--- src/rtl/id_pkg.sv ---
// Shared constants for the decode stage: opcodes, funct fields, operation codes
// and the width of the decoded bundle carried through the output queue.
package id_pkg;

    localparam logic [6:0] OPC_LUI    = 7'b0110111;
    localparam logic [6:0] OPC_JAL    = 7'b1101111;
    localparam logic [6:0] OPC_BRANCH = 7'b1100011;
    localparam logic [6:0] OPC_OPIMM  = 7'b0010011;
    localparam logic [6:0] OPC_OP     = 7'b0110011;

    localparam logic [2:0] F3_BEQ  = 3'b000;
    localparam logic [2:0] F3_BNE  = 3'b001;
    localparam logic [2:0] F3_BLT  = 3'b100;
    localparam logic [2:0] F3_BGE  = 3'b101;
    localparam logic [2:0] F3_BLTU = 3'b110;
    localparam logic [2:0] F3_BGEU = 3'b111;

    localparam logic [2:0] F3_ADD  = 3'b000;
    localparam logic [2:0] F3_SLL  = 3'b001;
    localparam logic [2:0] F3_SLT  = 3'b010;
    localparam logic [2:0] F3_SLTU = 3'b011;
    localparam logic [2:0] F3_SR   = 3'b101;

    localparam logic [6:0] F7_BASE = 7'b0000000;
    localparam logic [6:0] F7_ALT  = 7'b0100000;

    localparam int OH_LUI   = 1;
    localparam int OH_JAL   = 3;
    localparam int OH_BEQ   = 5;
    localparam int OH_BNE   = 6;
    localparam int OH_BLT   = 7;
    localparam int OH_BGE   = 8;
    localparam int OH_BLTU  = 9;
    localparam int OH_BGEU  = 10;
    localparam int OH_ADDI  = 19;
    localparam int OH_SLTI  = 20;
    localparam int OH_SLTIU = 21;
    localparam int OH_SLLI  = 25;
    localparam int OH_SRLI  = 26;
    localparam int OH_SRAI  = 27;
    localparam int OH_ADD   = 28;
    localparam int OH_SUB   = 29;

    // Where op1/op2 come from for the decoded instruction.
    typedef enum logic [1:0] {
        OPS_ZERO   = 2'd0,
        OPS_RS_IMM = 2'd1,
        OPS_RS_RS  = 2'd2,
        OPS_RS_SH  = 2'd3
    } op_sel_e;

    // {illegal, oh, rd_wen, rd_addr, ins, ins_addr, imm, op2, op1}
    function automatic int id_bundle_w(input int xlen, input int oh_w);
        return 4 * xlen + 32 + 5 + 1 + oh_w + 1;
    endfunction

endpackage

--- src/rtl/id_fifo.sv ---
// Parametrised DEPTH-entry queue holding decoded bundles; flush empties it at
// the next edge and takes priority over push and pop.
module id_fifo #(
    parameter int W     = 8,
    parameter int DEPTH = 2
) (
    input  logic         clk,
    input  logic         rst,
    input  logic         i_flush,
    input  logic         i_push,
    input  logic         i_pop,
    input  logic [W-1:0] i_din,
    output logic [W-1:0] o_dout,
    output logic         o_full,
    output logic         o_empty
);

    localparam int PW = (DEPTH > 1) ? $clog2(DEPTH) : 1;
    localparam int CW = $clog2(DEPTH + 1);

    logic [W-1:0]  r_mem [DEPTH];
    logic [PW-1:0] r_wptr;
    logic [PW-1:0] r_rptr;
    logic [CW-1:0] r_count;

    logic w_push;
    logic w_pop;

    assign o_full  = (r_count == CW'(DEPTH));
    assign o_empty = (r_count == '0);
    assign w_push  = i_push & ~o_full & ~i_flush;
    assign w_pop   = i_pop & ~o_empty & ~i_flush;
    assign o_dout  = r_mem[r_rptr];

    // Payload storage carries no reset; validity lives entirely in the pointers.
    always_ff @(posedge clk) begin
        if (w_push)
            r_mem[r_wptr] <= i_din;
    end

    always_ff @(posedge clk or posedge rst) begin
        if (rst) begin
            r_wptr  <= '0;
            r_rptr  <= '0;
            r_count <= '0;
        end else if (i_flush) begin
            r_rptr  <= r_wptr;
            r_count <= '0;
        end else begin
            if (w_push)
                r_wptr <= r_wptr + PW'(1);
            if (w_pop)
                r_rptr <= r_rptr + PW'(1);
            if (w_push && !w_pop)
                r_count <= r_count + CW'(1);
            else if (w_pop && !w_push)
                r_count <= r_count - CW'(1);
        end
    end

endmodule

--- src/rtl/id_stage_q.sv ---
// Decode stage: combinational decode + regfile read in front of an id_fifo queue.
// Build option ID_FWD_EN enables same-cycle EX->ID operand forwarding.
module id_stage_q
    import id_pkg::*;
#(
    parameter int XLEN  = 32,
    parameter int DEPTH = 2,
    parameter int OH_W  = 7
) (
    input  logic            clk,
    input  logic            rst,
    input  logic            in_valid,
    output logic            in_ready,
    input  logic [31:0]     ins,
    input  logic [XLEN-1:0] ins_addr2id,
    input  logic            flush,
    output logic [4:0]      rs1_addr,
    output logic [4:0]      rs2_addr,
    input  logic [XLEN-1:0] rs1_data,
    input  logic [XLEN-1:0] rs2_data,
    input  logic            fwd_wen,
    input  logic [4:0]      fwd_addr,
    input  logic [XLEN-1:0] fwd_data,
    output logic            out_valid,
    input  logic            out_ready,
    output logic [XLEN-1:0] op1,
    output logic [XLEN-1:0] op2,
    output logic [XLEN-1:0] imm,
    output logic [31:0]     ins2ex,
    output logic [XLEN-1:0] ins_addr,
    output logic [4:0]      rd_addr,
    output logic            rd_wen,
    output logic [OH_W-1:0] oh,
    output logic            illegal
);

    localparam int SHW = $clog2(XLEN);
    localparam int BW  = id_bundle_w(XLEN, OH_W);
    localparam int HIW = 12 - SHW;
    // Upper immediate bits that distinguish SRAI from SRLI (ins[30] set).
    localparam logic [HIW-1:0] SRAI_HI = HIW'(1 << (10 - SHW));

    logic [6:0]     w_opc;
    logic [2:0]     w_f3;
    logic [6:0]     w_f7;
    logic [HIW-1:0] w_shf_hi;

    assign w_opc    = ins[6:0];
    assign w_f3     = ins[14:12];
    assign w_f7     = ins[31:25];
    assign w_shf_hi = ins[31:20+SHW];

    logic [31:0]     w_imm_i32, w_imm_b32, w_imm_u32, w_imm_j32;
    logic [XLEN-1:0] w_imm_i, w_imm_b, w_imm_u, w_imm_j, w_shamt;

    assign w_imm_i32 = {{20{ins[31]}}, ins[31:20]};
    assign w_imm_b32 = {{19{ins[31]}}, ins[31], ins[7], ins[30:25], ins[11:8], 1'b0};
    assign w_imm_u32 = {ins[31:12], 12'b0};
    assign w_imm_j32 = {{11{ins[31]}}, ins[31], ins[19:12], ins[20], ins[30:21], 1'b0};
    assign w_imm_i   = XLEN'($signed(w_imm_i32));
    assign w_imm_b   = XLEN'($signed(w_imm_b32));
    assign w_imm_u   = XLEN'($signed(w_imm_u32));
    assign w_imm_j   = XLEN'($signed(w_imm_j32));
    assign w_shamt   = XLEN'(ins[20+:SHW]);

    logic [OH_W-1:0] w_oh;
    logic            w_illegal;
    logic            w_rd_wen;
    logic            w_use_rs1;
    logic            w_use_rs2;
    op_sel_e         w_sel;
    logic [XLEN-1:0] w_imm;

    always_comb begin
        w_oh      = '0;
        w_illegal = 1'b1;
        w_rd_wen  = 1'b0;
        w_use_rs1 = 1'b0;
        w_use_rs2 = 1'b0;
        w_sel     = OPS_ZERO;
        w_imm     = '0;
        case (w_opc)
            OPC_LUI: begin
                w_oh      = OH_W'(OH_LUI);
                w_illegal = 1'b0;
                w_rd_wen  = 1'b1;
                w_imm     = w_imm_u;
            end
            OPC_JAL: begin
                w_oh      = OH_W'(OH_JAL);
                w_illegal = 1'b0;
                w_rd_wen  = 1'b1;
                w_imm     = w_imm_j;
            end
            OPC_BRANCH: begin
                case (w_f3)
                    F3_BEQ:  begin w_oh = OH_W'(OH_BEQ);  w_illegal = 1'b0; end
                    F3_BNE:  begin w_oh = OH_W'(OH_BNE);  w_illegal = 1'b0; end
                    F3_BLT:  begin w_oh = OH_W'(OH_BLT);  w_illegal = 1'b0; end
                    F3_BGE:  begin w_oh = OH_W'(OH_BGE);  w_illegal = 1'b0; end
                    F3_BLTU: begin w_oh = OH_W'(OH_BLTU); w_illegal = 1'b0; end
                    F3_BGEU: begin w_oh = OH_W'(OH_BGEU); w_illegal = 1'b0; end
                    default: ;
                endcase
                if (!w_illegal) begin
                    w_use_rs1 = 1'b1;
                    w_use_rs2 = 1'b1;
                    w_sel     = OPS_RS_RS;
                    w_imm     = w_imm_b;
                end
            end
            OPC_OPIMM: begin
                case (w_f3)
                    F3_ADD:  begin w_oh = OH_W'(OH_ADDI);  w_illegal = 1'b0; w_sel = OPS_RS_IMM; end
                    F3_SLT:  begin w_oh = OH_W'(OH_SLTI);  w_illegal = 1'b0; w_sel = OPS_RS_IMM; end
                    F3_SLTU: begin w_oh = OH_W'(OH_SLTIU); w_illegal = 1'b0; w_sel = OPS_RS_IMM; end
                    F3_SLL: begin
                        if (w_shf_hi == '0) begin
                            w_oh = OH_W'(OH_SLLI); w_illegal = 1'b0; w_sel = OPS_RS_SH;
                        end
                    end
                    F3_SR: begin
                        if (w_shf_hi == '0) begin
                            w_oh = OH_W'(OH_SRLI); w_illegal = 1'b0; w_sel = OPS_RS_SH;
                        end else if (w_shf_hi == SRAI_HI) begin
                            w_oh = OH_W'(OH_SRAI); w_illegal = 1'b0; w_sel = OPS_RS_SH;
                        end
                    end
                    default: ;
                endcase
                if (!w_illegal) begin
                    w_use_rs1 = 1'b1;
                    w_rd_wen  = 1'b1;
                    w_imm     = w_imm_i;
                end
            end
            OPC_OP: begin
                if (w_f3 == F3_ADD && w_f7 == F7_BASE) begin
                    w_oh = OH_W'(OH_ADD); w_illegal = 1'b0;
                end else if (w_f3 == F3_ADD && w_f7 == F7_ALT) begin
                    w_oh = OH_W'(OH_SUB); w_illegal = 1'b0;
                end
                if (!w_illegal) begin
                    w_use_rs1 = 1'b1;
                    w_use_rs2 = 1'b1;
                    w_rd_wen  = 1'b1;
                    w_sel     = OPS_RS_RS;
                end
            end
            default: ;
        endcase
    end

    assign rs1_addr = w_use_rs1 ? ins[19:15] : 5'd0;
    assign rs2_addr = w_use_rs2 ? ins[24:20] : 5'd0;

    logic [XLEN-1:0] w_rs1_val;
    logic [XLEN-1:0] w_rs2_val;

`ifdef ID_FWD_EN
    assign w_rs1_val = (rs1_addr == 5'd0) ? '0 :
                       (fwd_wen && fwd_addr == rs1_addr) ? fwd_data : rs1_data;
    assign w_rs2_val = (rs2_addr == 5'd0) ? '0 :
                       (fwd_wen && fwd_addr == rs2_addr) ? fwd_data : rs2_data;
`else
    // Forwarding ports exist in this build only for interface compatibility.
    logic w_unused_fwd;
    assign w_unused_fwd = ^{fwd_wen, fwd_addr, fwd_data};
    assign w_rs1_val = (rs1_addr == 5'd0) ? '0 : rs1_data;
    assign w_rs2_val = (rs2_addr == 5'd0) ? '0 : rs2_data;
`endif

    logic [XLEN-1:0] w_op1;
    logic [XLEN-1:0] w_op2;

    always_comb begin
        w_op1 = '0;
        w_op2 = '0;
        case (w_sel)
            OPS_RS_IMM: begin w_op1 = w_rs1_val; w_op2 = w_imm_i;   end
            OPS_RS_RS:  begin w_op1 = w_rs1_val; w_op2 = w_rs2_val; end
            OPS_RS_SH:  begin w_op1 = w_rs1_val; w_op2 = w_shamt;   end
            default: ;
        endcase
    end

    logic [BW-1:0] w_din;
    logic [BW-1:0] w_dout;
    logic [BW-1:0] w_head;
    logic          w_full;
    logic          w_empty;
    logic          w_push;
    logic          w_pop;

    assign w_din = {w_illegal, w_oh, w_rd_wen, (w_rd_wen ? ins[11:7] : 5'd0),
                    ins, ins_addr2id, w_imm, w_op2, w_op1};

    assign in_ready  = ~w_full;
    assign out_valid = ~w_empty;
    assign w_push    = in_valid & in_ready & ~flush;
    assign w_pop     = out_valid & out_ready;

    id_fifo #(
        .W     (BW),
        .DEPTH (DEPTH)
    ) u_fifo (
        .clk     (clk),
        .rst     (rst),
        .i_flush (flush),
        .i_push  (w_push),
        .i_pop   (w_pop),
        .i_din   (w_din),
        .o_dout  (w_dout),
        .o_full  (w_full),
        .o_empty (w_empty)
    );

    // Payload is forced to zero whenever the head is not valid.
    assign w_head   = out_valid ? w_dout : '0;
    assign op1      = w_head[XLEN-1:0];
    assign op2      = w_head[2*XLEN-1:XLEN];
    assign imm      = w_head[3*XLEN-1:2*XLEN];
    assign ins_addr = w_head[4*XLEN-1:3*XLEN];
    assign ins2ex   = w_head[4*XLEN+31:4*XLEN];
    assign rd_addr  = w_head[4*XLEN+36:4*XLEN+32];
    assign rd_wen   = w_head[4*XLEN+37];
    assign oh       = w_head[4*XLEN+38+:OH_W];
    assign illegal  = w_head[4*XLEN+38+OH_W];

endmodule

--- config.mk ---
export PLATFORM = sky130hd
export DESIGN_NAME = id_stage_q
export DESIGN_NICKNAME = d
export VERILOG_FILES = /design/src/rtl/id_pkg.sv /design/src/rtl/id_fifo.sv /design/src/rtl/id_stage_q.sv
export SDC_FILE = /design/constraint.sdc
export NUM_CORES = 1
export LEC_CHECK = 0
export CORE_MARGIN = 5
export CORE_UTILIZATION = 50
export DETAILED_ROUTE_END_ITERATION = 10
export PLACE_DENSITY = 0.81
export SLEW_MARGIN = 20
export SYNTH_ARGS = -nofsm -noshare
export SYNTH_HDL_FRONTEND = slang
export SYNTH_SLANG_ARGS = --single-unit
--- constraint.sdc ---
create_clock -name clk -period 9.6 [get_ports clk]
set_input_delay 1.92 -clock clk [delete_from_list [all_inputs] [get_ports clk]]
set_output_delay 1.92 -clock clk [all_outputs]
set_load 0.02 [all_outputs]
==> results.txt, run 1 <==
----------------------------------------------------
[Outcome]
  Outcome ... finished, final reports clean

[Routing]
  DRC errors left ... 0
  TritonRoute pass-1 iters ... 5
  Final routed wirelength across all metal layers ... 34570 um
  Initial drt markers ... 671
  DRT antenna net count ... 0
  Wire length per cell ... 20.44 um
  Total number of vias ... 9064
  DR vias/cell ... 5.360

[CTS]
  H-tree level count ... 2
  Post-CTS sizing ... 0
  Clock buffer depth ... 3
  CTS tree ... done
  Cts hold-fix bufs ... 0
  Post-CTS Setup Repair Bufs ... 0
  Number of clock buffers inserted by TritonCTS ... 37
  Clock root buffer ... sky130_fd_sc_hd__clkbuf_16
  Count of clock tree sinks ... 348
  Clock latency on the worst-skew pair ... 0.52 ns
  Clock transition at the registers of the reported paths ... 0.05 ns

[Worst setup path]
  Reg2Reg Depth ... 4
  R2R Path End ... u_fifo.r_mem[0][163]
  Delay of the slowest critical-path stage ... 0.76 ns
  Crit-path most repeated cell ... sky130_fd_sc_hd__clkdlybuf4s50_1
  Signal arrival time at the worst endpoint ... 4.98 ns
  Endpoint class of the critical path ... primary output
  CP Launch Type ... input pin
  Worst setup path startpoint ... ins[14]
  Critical Path Fanout Max ... 19
  Cell Chain, Critical Path ... clkdlybuf4s50_1 > or4b_1 > nor4_1 > o21a_1 > and2_1 > clkdlybuf4s50_1
  Slowest stage cell on the critical path ... sky130_fd_sc_hd__clkdlybuf4s50_1
  CP Data Required Time ... 7.68 ns
  Startpoint-to-endpoint class of the critical path ... input pin to primary output
  Worst setup path endpoint ... rs2_addr[0]
  R2r startpoint ... u_fifo.r_count[0]
  R2R setup slack ... 6.73 ns

[Global routing]
  Pin count of the biggest net entering global routing ... 150
  Antenna violations before repair ... 1
  Sum of overflow across all layers after global routing ... 0
  Vias in the first global route ... 9307
  Global-route wire length before repair ... 52920 um
  Overall Global Routing Usage ... 0.2041

[Layout]
  Fill cells ... 2010
  Leading cell types in the layout, fill and taps excluded ... sky130_fd_sc_hd__edfxtp_1, sky130_fd_sc_hd__clkdlybuf4s50_1, sky130_fd_sc_hd__nor2_1
  NumNets Final ... 1450
  Leading cell type in the layout, fill and taps excluded ... sky130_fd_sc_hd__edfxtp_1
  Utilization of the core after routing ... 0.6691
  Antenna fix cells ... 0
  Syn-to-layout area delta ... 31.95%
  Share of final-layout standard cells stronger than drive strength 1 ... 0.06963
  Area of all placed cells without fillers ... 0.01926 mm^2

[STA]
  Unrepaired setup endpoints after global routing ... false
  Number of slew-limit violations in the final report ... 0
  Final setup violation count ... 0
  Worst Tran Pin Value ... 0.9864 ns
  Number of hold-slack violations in the final timing report ... 0
  Fin worst setup slack ... 2.701 ns
  Final clock period utilization by the worst path ... 0.7187
  Worst slew margin ... 0.3424
  Setup skew after layout ... 0.02538 ns
  Max Freq ... 0.1449 GHz
  Minimum clock period after layout ... 6.899 ns
  Hold slack final ... 0.5901 ns

[Pwr]
  Leakage power summed over all cells ... 7.118 nW
  Sw Share ... 0.2780
  Sequential fraction of design power ... 0.449
  Part of the power in combinational logic ... 0.238
  Total chip power ... 4.253 mW
  Total net switching power ... 1.182 mW
  Internal power component ... 3.071 mW
  Clock power frac ... 0.313
  Maximum vdd ir drop ... 0.1369 mV
  Total power per unit cell area ... 220.9 mW/mm^2

[Floorplan]
  Starting Density ... 0.5071
  Core Rows ... 62
  Die ar. ... 0.03270 mm^2
  Top-level I/O count ... 357
  Area of the core region ... 0.02878 mm^2
  Die extent in x ... 180.8 um
  Floorplan die height ... 180.8 um

[Synthesis]
  Share of synthesized area occupied by flip-flops and latches ... 0.7147
  Synthesized-area fraction occupied by adder cells ... 0
  Synth Area in Simple Gates ... 0.09799
  Share of cell area taken by muxes after synthesis ... 0.1193
  Share of the synthesized netlist area taken by xor and xnor gates ... 0.001800
  Yosys warning count ... 0
  Combinational family with the most area after synthesis ... multiplexers
  Total standard cell area after synthesis ... 0.01459 mm^2
  Area fraction in compound gates after synthesis ... 0.04861
  Number of enable-type register cells in the synthesized netlist ... 344
  Asr flop ratio synth ... 0.01149
  Predominant post-synthesis flop cell ... sky130_fd_sc_hd__edfxtp_1
  Cell variety after synth ... 60
  Flops & latches, synth ... 348
  Synthesized area per cell ... 15.05 um^2
  Number of instances in the synthesized netlist ... 970

[Place]
  Detailed Place HPWL ... 22320 um
  Placer's final routability congestion estimate ... 0.8329
  Worst slack at placement ... 2.757 ns
  Total placed instance area ... 0.01812 mm^2
  Count of buffers inserted at the top-level ports ... 316

[Hold path]
  Hold Crit Class ... register to register

[Run]
  Max-cap violations ... 0

----------------------------------------------------
## worst min-delay path by stage
stage             startpoint             to  cells past startpoint
2_1_floorplan  u_fifo.r_wptr  u_fifo.r_wptr                      1
3_3_place_gp   u_fifo.r_wptr  u_fifo.r_wptr                      1
3_5_place_dp   u_fifo.r_wptr  u_fifo.r_wptr                      1
4_1_cts        u_fifo.r_wptr  u_fifo.r_wptr                      1
5_1_grt        u_fifo.r_wptr  u_fifo.r_wptr                      1
6_report       u_fifo.r_wptr  u_fifo.r_wptr                      1
## registers in the layout, indices dropped and copies added (netlist names)
register and flops:
u_fifo.r_count 2, u_fifo.r_mem 344, u_fifo.r_rptr 1, u_fifo.r_wptr 1
## cell type report
class,count,area [um^2],area share
multi-input combinational,565,3945,0.2049
inverter,3,11.26,0.0005848
clock buffer,44,972.2,0.05048
tap,384,480.5,0.02495
timing repair buffer,324,3248,0.1687
sequential,348,10430,0.5418
clock inverter,23,166.4,0.008641
## per-stage QoR
step / instances / setup TNS (ns)
final: 1691 / 0
after global routing: 1691 / 0
after CTS: 1691 / 0
after detailed placement: 1624 / 0
after global placement: 1624 / 0
after floorplan: 971 / -131.42
## routing by layer
metal  part of all wire  wire length (um)  global-route usage  vias up
li1                   -                 -                   -     4223
met1               0.38             13300              0.2487     4472
met2               0.52             17840              0.3613      297
met3              0.067              2332             0.04545       70
met4              0.031              1083             0.06776        2
met5            0.00038                13                   0        -
## cell usage after synthesis (2+ instances only)
cell                       number  area (um^2)
sky130_fd_sc_hd__edfxtp_1     344        10330
sky130_fd_sc_hd__nor2_1       193        724.4
sky130_fd_sc_hd__mux2i_1      174         1742
sky130_fd_sc_hd__and2_1        54        337.8
sky130_fd_sc_hd__clkbuf_1      35        131.4
sky130_fd_sc_hd__a21o_1        30        225.2
sky130_fd_sc_hd__a22o_1        17        148.9
sky130_fd_sc_hd__buf_1         11        41.29
sky130_fd_sc_hd__a22o_2         7        70.07
sky130_fd_sc_hd__a21oi_1        6        30.03
sky130_fd_sc_hd__nand2b_1       5        31.28
sky130_fd_sc_hd__nand3_1        5        25.02
sky130_fd_sc_hd__o21ai_0        5        25.02
sky130_fd_sc_hd__buf_2          4        20.02
sky130_fd_sc_hd__dfrtp_1        4        100.1
sky130_fd_sc_hd__nand2_1        4        15.01
sky130_fd_sc_hd__nor2b_1        4        25.02
sky130_fd_sc_hd__nor3_1         4        20.02
sky130_fd_sc_hd__a211oi_1       3        22.52
sky130_fd_sc_hd__buf_6          3        33.78
sky130_fd_sc_hd__inv_1          3        11.26
sky130_fd_sc_hd__nand3b_1       3        22.52
sky130_fd_sc_hd__a211oi_2       2        25.02
sky130_fd_sc_hd__a221o_1        2        20.02
sky130_fd_sc_hd__a31oi_1        2        12.51
sky130_fd_sc_hd__and2_4         2        17.52
sky130_fd_sc_hd__buf_4          2        15.01
sky130_fd_sc_hd__nor3b_1        2        15.01
sky130_fd_sc_hd__o21a_1         2        15.01
sky130_fd_sc_hd__o21ai_2        2        17.52
sky130_fd_sc_hd__o21bai_1       2        15.01
sky130_fd_sc_hd__or2_2          2        12.51
sky130_fd_sc_hd__or2b_2         2        17.52
sky130_fd_sc_hd__or4_1          2        15.01
sky130_fd_sc_hd__or4_4          2        22.52
sky130_fd_sc_hd__xnor2_1        2        17.52
## critical path, delay by kind of cell
family,cells,cell delay [ns]
buf+inv,2,1.39
simple gates,3,1.24
compound gates,1,0.42
## kinds of logic (layout without fill, tap and decap cells)
group,after synthesis,in the layout
flops,348,348
mux,174,174
simple gates,298,298
buf+inv,58,394
xor+xnor,3,3
other cells,1,2
compound gates,88,88
## power by group through the flow
stage          clock network [mW]  logic (mW)  registers, mW
3_5_place_dp                    0        1.02           1.95
3_3_place_gp                    0        1.01           1.94
6_report                     1.33        1.01           1.91
2_1_floorplan                   0       0.647           1.94
4_1_cts                      1.36        1.03           1.91
5_1_grt                      1.43        1.08           1.92
Note: power is estimated with default switching activity, not from simulation.
==> run 2: changes to the inputs <==
Clock period 9.6 ns to 6.65 ns, I/O delays scaled along.
==> results.txt, run 2 (synthesis gave the netlist of run 1 again) <==
----------------------------------------------------
[Outcome]
  Outcome ... finished, final reports clean

[STA]
  Number of slew-limit violations in the final report ... 0
  Final setup violation count ... 0
  Minimum clock period after layout ... 5.718 ns
  Worst slew margin ... 0.2973
  Max Freq ... 0.1749 GHz
  Setup skew after layout ... 0.01038 ns
  Number of hold-slack violations in the final timing report ... 0
  Unrepaired setup endpoints after global routing ... false
  Final clock period utilization by the worst path ... 0.8598
  Worst Tran Pin Value ... 1.054 ns

[Pwr]
  Total power per unit cell area ... 321.3 mW/mm^2
  Leakage power summed over all cells ... 7.173 nW
  Maximum vdd ir drop ... 0.2955 mV
  Total chip power ... 6.221 mW

[Layout]
  Fill cells ... 1973
  Utilization of the core after routing ... 0.6729
  Syn-to-layout area delta ... 32.69%
  NumNets Final ... 1456
  Register name with the most flops ... u_fifo.r_mem
  Registers with the highest flip-flop counts ... u_fifo.r_mem x344, u_fifo.r_count x2
  Leading cell type in the layout, fill and taps excluded ... sky130_fd_sc_hd__edfxtp_1
  Share of final-layout standard cells stronger than drive strength 1 ... 0.07470
  Leading cell types in the layout, fill and taps excluded ... sky130_fd_sc_hd__edfxtp_1, sky130_fd_sc_hd__clkdlybuf4s50_1, sky130_fd_sc_hd__nor2_1
  Number of flip-flops in the largest register ... 344

[Hold path]
  Hold Crit Class ... register to register
  Worst min-delay path startpoint ... u_fifo.r_wptr
  Cells on Worst Hold Path ... 1
  Destination of the worst hold path ... u_fifo.r_wptr

[CTS]
  Count of clock tree sinks ... 348
  Clock transition at the registers of the reported paths ... 0.06 ns
  Clock buffer depth ... 3
  Clock latency on the worst-skew pair ... 0.51 ns
  Post-CTS Setup Repair Bufs ... 0
  Post-CTS sizing ... 0
  Clock root buffer ... sky130_fd_sc_hd__clkbuf_16
  Number of clock buffers inserted by TritonCTS ... 37
  CTS tree ... done
  H-tree level count ... 2
  Cts hold-fix bufs ... 0

[Global routing]
  Antenna violations before repair ... 2
  Sum of overflow across all layers after global routing ... 0
  Vias in the first global route ... 9186
  Overall Global Routing Usage ... 0.2040
  Pin count of the biggest net entering global routing ... 148
  Global-route wire length before repair ... 52500 um

[Worst setup path]
  CP Data Required Time ... 5.32 ns
  R2R setup slack ... 3.80 ns
  R2R Path End ... u_fifo.r_mem[1][69]
  Crit-path most repeated cell ... sky130_fd_sc_hd__clkdlybuf4s50_1
  Startpoint-to-endpoint class of the critical path ... input pin to primary output
  Endpoint class of the critical path ... primary output
  Signal arrival time at the worst endpoint ... 4.39 ns
  Family with the most delay on the worst path ... buffers and inverters
  Cell Chain, Critical Path ... clkdlybuf4s50_1 > or4b_1 > nor4_1 > o21a_1 > and2_1 > clkdlybuf4s50_1
  CP Launch Type ... input pin
  Buf/Inv on CP ... 2
  Reg2Reg Depth ... 4
  Slowest stage cell on the critical path ... sky130_fd_sc_hd__clkdlybuf4s50_1
  R2r startpoint ... u_fifo.r_count[0]
  Delay of the slowest critical-path stage ... 0.71 ns
  Critical Path Fanout Max ... 16

[Floorplan]
  Floorplan die height ... 180.8 um
  Die ar. ... 0.03270 mm^2
  Starting Density ... 0.5071
  Die extent in x ... 180.8 um
  Top-level I/O count ... 357
  Core Rows ... 62
  Area of the core region ... 0.02878 mm^2

[Routing]
  TritonRoute pass-1 iters ... 5
  Initial drt markers ... 738
  Wire length per cell ... 20.60 um
  DR vias/cell ... 5.413
  DRC errors left ... 0
  Total number of vias ... 9192
  DRT antenna net count ... 0
  Final routed wirelength across all metal layers ... 34980 um

[Place]
  Placer's final routability congestion estimate ... 0.8484
  Count of buffers inserted at the top-level ports ... 316
  Detailed Place HPWL ... 22320 um

[Run]
  Max-cap violations ... 0

----------------------------------------------------
[run 2: report_power, final]
| group | switching [mW] | internal, mW |
|---|---|---|
| combinational | 0.792 | 0.665 |
| clock | 0.802 | 1.19 |
| sequential | 0.125 | 2.65 |
| total | 1.72 | 4.50 |
[run 2: how the worst max path moves through the flow]
stage                        from                 end  slack, ns  cells after the start
after global routing      ins[12]         rs2_addr[1]       0.89                      6
after floorplan             flush  u_fifo.r_mem[0][0]      -2.74                      2
after global placement    ins[25]         rs2_addr[3]       1.10                      6
after detailed placement  ins[12]         rs2_addr[1]       0.98                      6
final                     ins[12]         rs2_addr[3]       0.93                      6
after CTS                 ins[12]         rs2_addr[3]       0.97                      6
[run 2: area by class of cell]
cell class / count / area [um^2] / area share
diodes: 2 / 5.005 / 0.0002584
clock buffers: 46 / 1002 / 0.05175
clock inverters: 20 / 181.4 / 0.009369
inverters: 3 / 11.26 / 0.0005815
multi-input cells: 565 / 3945 / 0.2037
flip-flops and latches: 348 / 10430 / 0.5388
well taps: 384 / 480.5 / 0.02481
repair buffers: 330 / 3306 / 0.1707
[run 2: stage by stage]
step / area [um^2] / std cells / hold WS [ns] / setup slack (ns) / TNS, ns
2_1_floorplan: 14600 / 971 / 0.4879 / -2.742 / -943.26
6_report: 19360 / 1698 / 0.5858 / 0.9323 / 0
3_5_place_dp: 18180 / 1630 / 0.5761 / 0.9788 / 0
5_1_grt: 19360 / 1698 / 0.6149 / 0.8900 / 0
3_3_place_gp: 18180 / 1630 / 0.5589 / 1.096 / 0
4_1_cts: 19360 / 1696 / 0.5905 / 0.9652 / 0
[run 2: routing by layer]
metal  vias to the layer above  GRT usage  routed length (um)
met5                         -          0                   0
met4                         0    0.07985                1410
li1                       4234          -                   -
met2                       376     0.3532               17510
met3                        89    0.04705                2532
met1                      4493     0.2495               13520
